`src/rtl/mp_add_pkg.sv`:
```
// Shared types and helpers for the serial multi-precision adder.
// Holds the beat width default, FSM states and index sizing.
package mp_add_pkg;

  localparam int BYTE_W_DEF = 8;
  localparam int NBYTES_DEF = 4;

  typedef enum logic {
    IDLE = 1'b0,
    BUSY = 1'b1
  } state_t;

  function automatic int idx_w(input int n);
    return (n > 1) ? $clog2(n) : 1;
  endfunction

endpackage

```
`src/rtl/byte_add_cin.sv`:
```
// One beat of the adder: W-bit add with carry-in.
// Purely combinational; the full W+1 result is kept.
module byte_add_cin #(
  parameter int W = 8
) (
  input  logic [W-1:0] a,
  input  logic [W-1:0] b,
  input  logic         cin,
  output logic [W-1:0] s,
  output logic         cout
);

  logic [W:0] full;

  // Widen every operand so the top carry is never lost.
  always_comb begin
    full = {1'b0, a} + {1'b0, b} + {{W{1'b0}}, cin};
    s    = full[W-1:0];
    cout = full[W];
  end

endmodule

```
`src/rtl/serial_mp_adder.sv`:
```
// Byte-serial multi-precision adder, LSB beat first.
// Carry chains beat to beat; one registered sum beat per accept.
module serial_mp_adder
  import mp_add_pkg::*;
#(
  parameter int BYTE_W = BYTE_W_DEF,
  parameter int NBYTES = NBYTES_DEF
) (
  input  logic              clk,
  input  logic              rst_n,
  input  logic              clr,
  input  logic              in_valid,
  output logic              in_ready,
  input  logic [BYTE_W-1:0] a,
  input  logic [BYTE_W-1:0] b,
  output logic              out_valid,
  input  logic              out_ready,
  output logic [BYTE_W-1:0] sum,
  output logic              out_last,
  output logic              carry_out,
  output logic              busy
);

  localparam int IW = idx_w(NBYTES);
  localparam logic [IW-1:0] LAST = IW'(NBYTES - 1);

  state_t            state;
  logic [IW-1:0]     idx;
  logic              carry;
  logic [BYTE_W-1:0] s;
  logic              c_next;
  logic              take;
  logic              drain;
  logic              is_last;

  byte_add_cin #(
    .W(BYTE_W)
  ) u_add (
    .a   (a),
    .b   (b),
    .cin (carry),
    .s   (s),
    .cout(c_next)
  );

  // A beat may enter when the output slot is free or being emptied.
  always_comb begin
    in_ready = (!out_valid || out_ready) && !clr;
    take     = in_valid && in_ready;
    drain    = out_valid && out_ready;
    is_last  = (idx == LAST);
    busy     = (state == BUSY);
  end

  // Beat index, carry chain, FSM and output register.
  always_ff @(posedge clk or negedge rst_n) begin
    if (!rst_n) begin
      state     <= IDLE;
      idx       <= '0;
      carry     <= 1'b0;
      out_valid <= 1'b0;
      sum       <= '0;
      out_last  <= 1'b0;
      carry_out <= 1'b0;
    end else if (clr) begin
      state     <= IDLE;
      idx       <= '0;
      carry     <= 1'b0;
      out_valid <= 1'b0;
      out_last  <= 1'b0;
      carry_out <= 1'b0;
    end else if (take) begin
      sum       <= s;
      out_valid <= 1'b1;
      if (is_last) begin
        state     <= IDLE;
        idx       <= '0;
        carry     <= 1'b0;
        out_last  <= 1'b1;
        carry_out <= c_next;
      end else begin
        state     <= BUSY;
        idx       <= idx + IW'(1);
        carry     <= c_next;
        out_last  <= 1'b0;
        carry_out <= 1'b0;
      end
    end else if (drain) begin
      out_valid <= 1'b0;
      out_last  <= 1'b0;
      carry_out <= 1'b0;
    end
  end

endmodule

```
`config.mk`:
```
export PLATFORM = sky130hd
export DESIGN_NAME = serial_mp_adder
export DESIGN_NICKNAME = d
export VERILOG_FILES = /design/src/rtl/mp_add_pkg.sv /design/src/rtl/byte_add_cin.sv /design/src/rtl/serial_mp_adder.sv
export SDC_FILE = /design/constraint.sdc
export NUM_CORES = 1
export LEC_CHECK = 0
export ABC_CLOCK_PERIOD_IN_PS = 2200
export BUFFER_PORTS_ARGS = -buffer_cell sky130_fd_sc_hd__buf_4
export CORE_ASPECT_RATIO = 1.2
export CORE_MARGIN = 2
export CORE_UTILIZATION = 45
export DETAILED_ROUTE_END_ITERATION = 16
export GPL_ROUTABILITY_DRIVEN = 0
export GPL_TIMING_DRIVEN = 0
export PLACE_DENSITY = 0.78
export SLEW_MARGIN = 30
export SYNTH_ARGS = -nofsm -noshare
export SYNTH_HDL_FRONTEND = slang
export SYNTH_HIERARCHICAL = 1
export SYNTH_SLANG_ARGS = --single-unit
```
`constraint.sdc`:
```
create_clock -name clk -period 2.2 [get_ports clk]
set_input_delay 0.22 -clock clk [delete_from_list [all_inputs] [get_ports clk]]
set_output_delay 0.22 -clock clk [all_outputs]
set_load 0.005 [all_outputs]
```
==> out/summary.md <==
The flow ran to the end, and the final reports show no timing, DRC or antenna violations. The async set-or-reset flop fraction in the synthesized netlist works out to 100%. The clock share of power is 19.2%.

The average routed wire per standard cell was 12.9 um; the first-pass GRT wire length was 3.29 mm. The die outline width was 46.9 um. Number of failing hold endpoints at the final stage: 0. Counting flops and latches in the post-synthesis netlist gives 15.

Combinational cells account for 37.7% of the total power. In the global route stage, overall resource usage came out at 17.3%. The library cells used most frequently in the layout, excluding fill and tap cells, are sky130_fd_sc_hd__buf_4 (33), sky130_fd_sc_hd__dfrtp_1 (15), sky130_fd_sc_hd__ha_1 (8). In the final layout, the multi-input gates occupy 597 um^2. After global routing the overflow that remains totals 0. The design draws 843 uW. The largest fanout on the critical path is 2, and the number of rows in the core area is 18. In the synthesized netlist the dominant register cell turns out to be sky130_fd_sc_hd__dfrtp_1. The detail route stage leaves a number of antenna-violating nets equal to 0. After synthesis, the mean cell area works out to 11.4 um^2. The tools report the synthesized netlist net count as 118. For the number of global-route vias before repair, the log shows 861. The clock passes through at most 2 buffers. TritonCTS built the clock tree.

Leaving out fill and tap cells, the most frequent cell in the layout is sky130_fd_sc_hd__buf_4. In the routed design, unresolved DRC markers number 0. The tools report the number of instances in the synthesized netlist as 87. The starting density of the core is 48.1%, and the final worst clock skew is 0.00163 ns.

OpenSTA, run right after detailed placement, puts the worst setup slack at 0.0150 ns. The tools report the count of pins over their slew limit as 0. For this design the top-level I/O count stands at 34. Yosys mapped the design onto 31 distinct sky130hd cell types. Tracing the worst setup path back leads to its startpoint at carry$_DFFE_PN0P_. The number of maximum-capacitance violations was 0; the height of the chip was 55.5 um. For the maximum number of pins on one net before global-route repair, the log shows 16.

In this run the critical register-to-register path is launched from carry$_DFFE_PN0P_. The clock latency at the later pin of the worst-skew pair is 0.29 ns, and the total number of yosys warnings is 6. The cell-internal power came out at 597 uW.

Timing would allow up to 0.480 GHz. The endpoint arrival time on the critical path came out at 2.26 ns. The first TritonRoute pass finished after 3 iterations.

The H-tree depth is 1. Of the cells placed in the final design, the portion with a size suffix greater than 1 is 44.0%. For the total number of vias, the log shows 804. The number of buffers inserted during clock tree synthesis is 3. The worst-margin pin slew is 0.370 ns, and the summed instance area of the synthesized netlist is 996 um^2. In this run the power spent charging and discharging nets is 246 uW.

The share of the cycle needed by the critical path after routing is 94.6%. Routed wire length: 2.00 mm. The share of power burned in registers was 43.0%; the net count reported at finish was 157. STA classifies the critical path endpoint as a flop. The sequential-to-total area share from yosys stat is 37.7%. The initial antenna violation count was 0. Headroom to the max-slew limit came out at 74.7%.

The standard cell core area is 0.00207 mm^2. The clock tree root driver cell was sky130_fd_sc_hd__clkbuf_4. Clock-pin slew was measured on the worst setup and hold paths at 0.09 ns. Post-CTS timing repair inserted 0 buffers for setup. The power density over the cells is 637 mW/mm^2, and the fraction of power spent switching nets is 29.1%.

The run gives 2.38 ns as the data required time at the worst endpoint. The post-layout minimum cycle time is 2.08 ns, and the sink count of the clock tree is 15. The area added between synthesis and finish came out at 32.9%. In this run the most critical hold path is launched from clr.

The kind of start point of the critical path was a flop. Setup repair after global routing left no endpoint under its margin. Setup violations remaining at the end of the flow were counted as 0. The number of inserted filler cells in the final layout is 190. Across the whole layout, storage elements account for 375 um^2. The run gives 5 as the initial detailed-routing violation count.

In the routed layout, each cell is associated on average with a via count of 5.19. The critical path class is flop to flop. The total negative slack came out at 0 ns.

The leakage power summed over all cells is 0.652 nW, and the number of buffers inserted by port buffering is 33. The class of the tightest hold or removal check was input port to flop. The area of the die is 0.00261 mm^2, and the peak ir drop on the vdd network is 0.333 mV. Detailed placement ended at an HPWL of 1.58 mm. Setup slack on the critical path of the routed design comes to 0.118 ns. In this run, synthesis inferred 0 flip-flops with an integrated enable.

For the number of antenna cells inserted, the log shows 0.
[cells in the mapped netlist (2+ instances only)]
master,count,area share [%]
sky130_fd_sc_hd__xor2_1,2,1.8
sky130_fd_sc_hd__nand2_1,3,1.1
sky130_fd_sc_hd__o21ai_0,2,1.0
sky130_fd_sc_hd__nand3_1,2,1.0
sky130_fd_sc_hd__a311o_1,2,2.0
sky130_fd_sc_hd__dfrtp_1,15,38
sky130_fd_sc_hd__nor3_1,2,1.0
sky130_fd_sc_hd__mux2_2,3,3.4
sky130_fd_sc_hd__nor2_1,6,2.3
sky130_fd_sc_hd__nor2b_1,3,1.9
sky130_fd_sc_hd__a21o_1,2,1.5
sky130_fd_sc_hd__xnor2_1,2,1.8
sky130_fd_sc_hd__inv_2,2,0.75
sky130_fd_sc_hd__inv_1,2,0.75
sky130_fd_sc_hd__nand2b_1,3,1.9
sky130_fd_sc_hd__fa_1,2,4.0
sky130_fd_sc_hd__mux2i_1,3,3.0
sky130_fd_sc_hd__ha_1,8,10
sky130_fd_sc_hd__a21oi_1,6,3.0
sky130_fd_sc_hd__mux2_4,6,9.0
[final timing paths]
path,to,slack (ns),cells past startpoint
min in group asynchronous,sum[1]$_DFFE_PN0P_,0.31,2
worst min-delay path,out_valid$_DFFE_PN0P_,0.15,2
worst min register to register,out_last$_DFFE_PN0P_,0.51,1
max in group asynchronous,busy$_DFFE_PN0P_,1.71,2
worst max register to register,carry_out$_DFFE_PN0P_,0.12,7
worst max-delay path,carry_out$_DFFE_PN0P_,0.12,7
[sequential cells by signal (all words and copies together) (netlist names)]
register / flops
busy: 1
carry: 1
carry_out: 1
idx: 2
out_last: 1
out_valid: 1
sum: 8
[metal layers]
layer | track usage, % | vias up | wire length [um]
met5 | 0 | - | 0
met4 | 10.7 | 0 | 43
met3 | 1.31 | 4 | 89
met2 | 31.1 | 24 | 1060
met1 | 17.8 | 384 | 814
li1 | - | 392 | -
[layout make-up]
| type | instances | share of cell area (%) |
|---|---|---|
| Multi-Input combinational cell | 67 | 45.1 |
| Sequential cell | 15 | 28.4 |
| Timing Repair Buffer | 34 | 19.5 |
| Tap cell | 30 | 2.84 |
| Clock buffer | 4 | 1.98 |
| Buffer | 1 | 1.13 |
| Inverter | 4 | 1.13 |
[power by group through the flow]
stage | Sequential [mW] | Combinational (mW) | Clock [mW]
floorplan | 0.367 | 0.167 | 0
global placement | 0.367 | 0.304 | 0
detailed placement | 0.369 | 0.316 | 0
CTS | 0.364 | 0.318 | 0.169
global route | 0.372 | 0.351 | 0.180
finish | 0.363 | 0.318 | 0.162
[timing repair]
| item | 4_1_cts | 5_1_grt |
|---|---|---|
| resized for setup | 0 | 3 |
| endpoints found under the setup margin | 0 | 3 |
| endpoints found under the hold margin | 15 | 0 |
| hold buffers | 1 | 0 |
[critical path, stage by stage, from the launching register on]
cell and delay [ns]:
sky130_fd_sc_hd__dfrtp_1 0.40, sky130_fd_sc_hd__fa_1 0.42, sky130_fd_sc_hd__fa_2 0.38, sky130_fd_sc_hd__a21oi_2 0.18
sky130_fd_sc_hd__nor2_1 0.06, sky130_fd_sc_hd__nor2_1 0.15, sky130_fd_sc_hd__o21ai_1 0.12, sky130_fd_sc_hd__a32o_2 0.27
[cells by family (layout without fill, tap and decap cells)]
kind of cell               count (synthesis)  count (layout)  synth area share, %
buffers and inverters                      5              43                 3.02
xor gates and xnor gates                   4               4                 3.52
adders and majority gates                 10              10                 14.1
muxes                                     12              12                 15.5
DFF                                       15              15                 37.7
AOI/OAI and AO/OA                         18              18                 13.2
and+or+nand+nor                           23              23                 13.1
[metrics by stage]
stage	std cells	utilization, %	instance area [um^2]	hold slack [ns]
after floorplan	87	-	996	-0.0756
after global placement	150	61.8	1280	0.0844
after detailed placement	150	61.8	1280	0.0874
after CTS	155	63.6	1320	0.138
after global routing	155	63.9	1320	0.141
final	155	63.9	1320	0.148
Power figures use the tool's default switching activity.
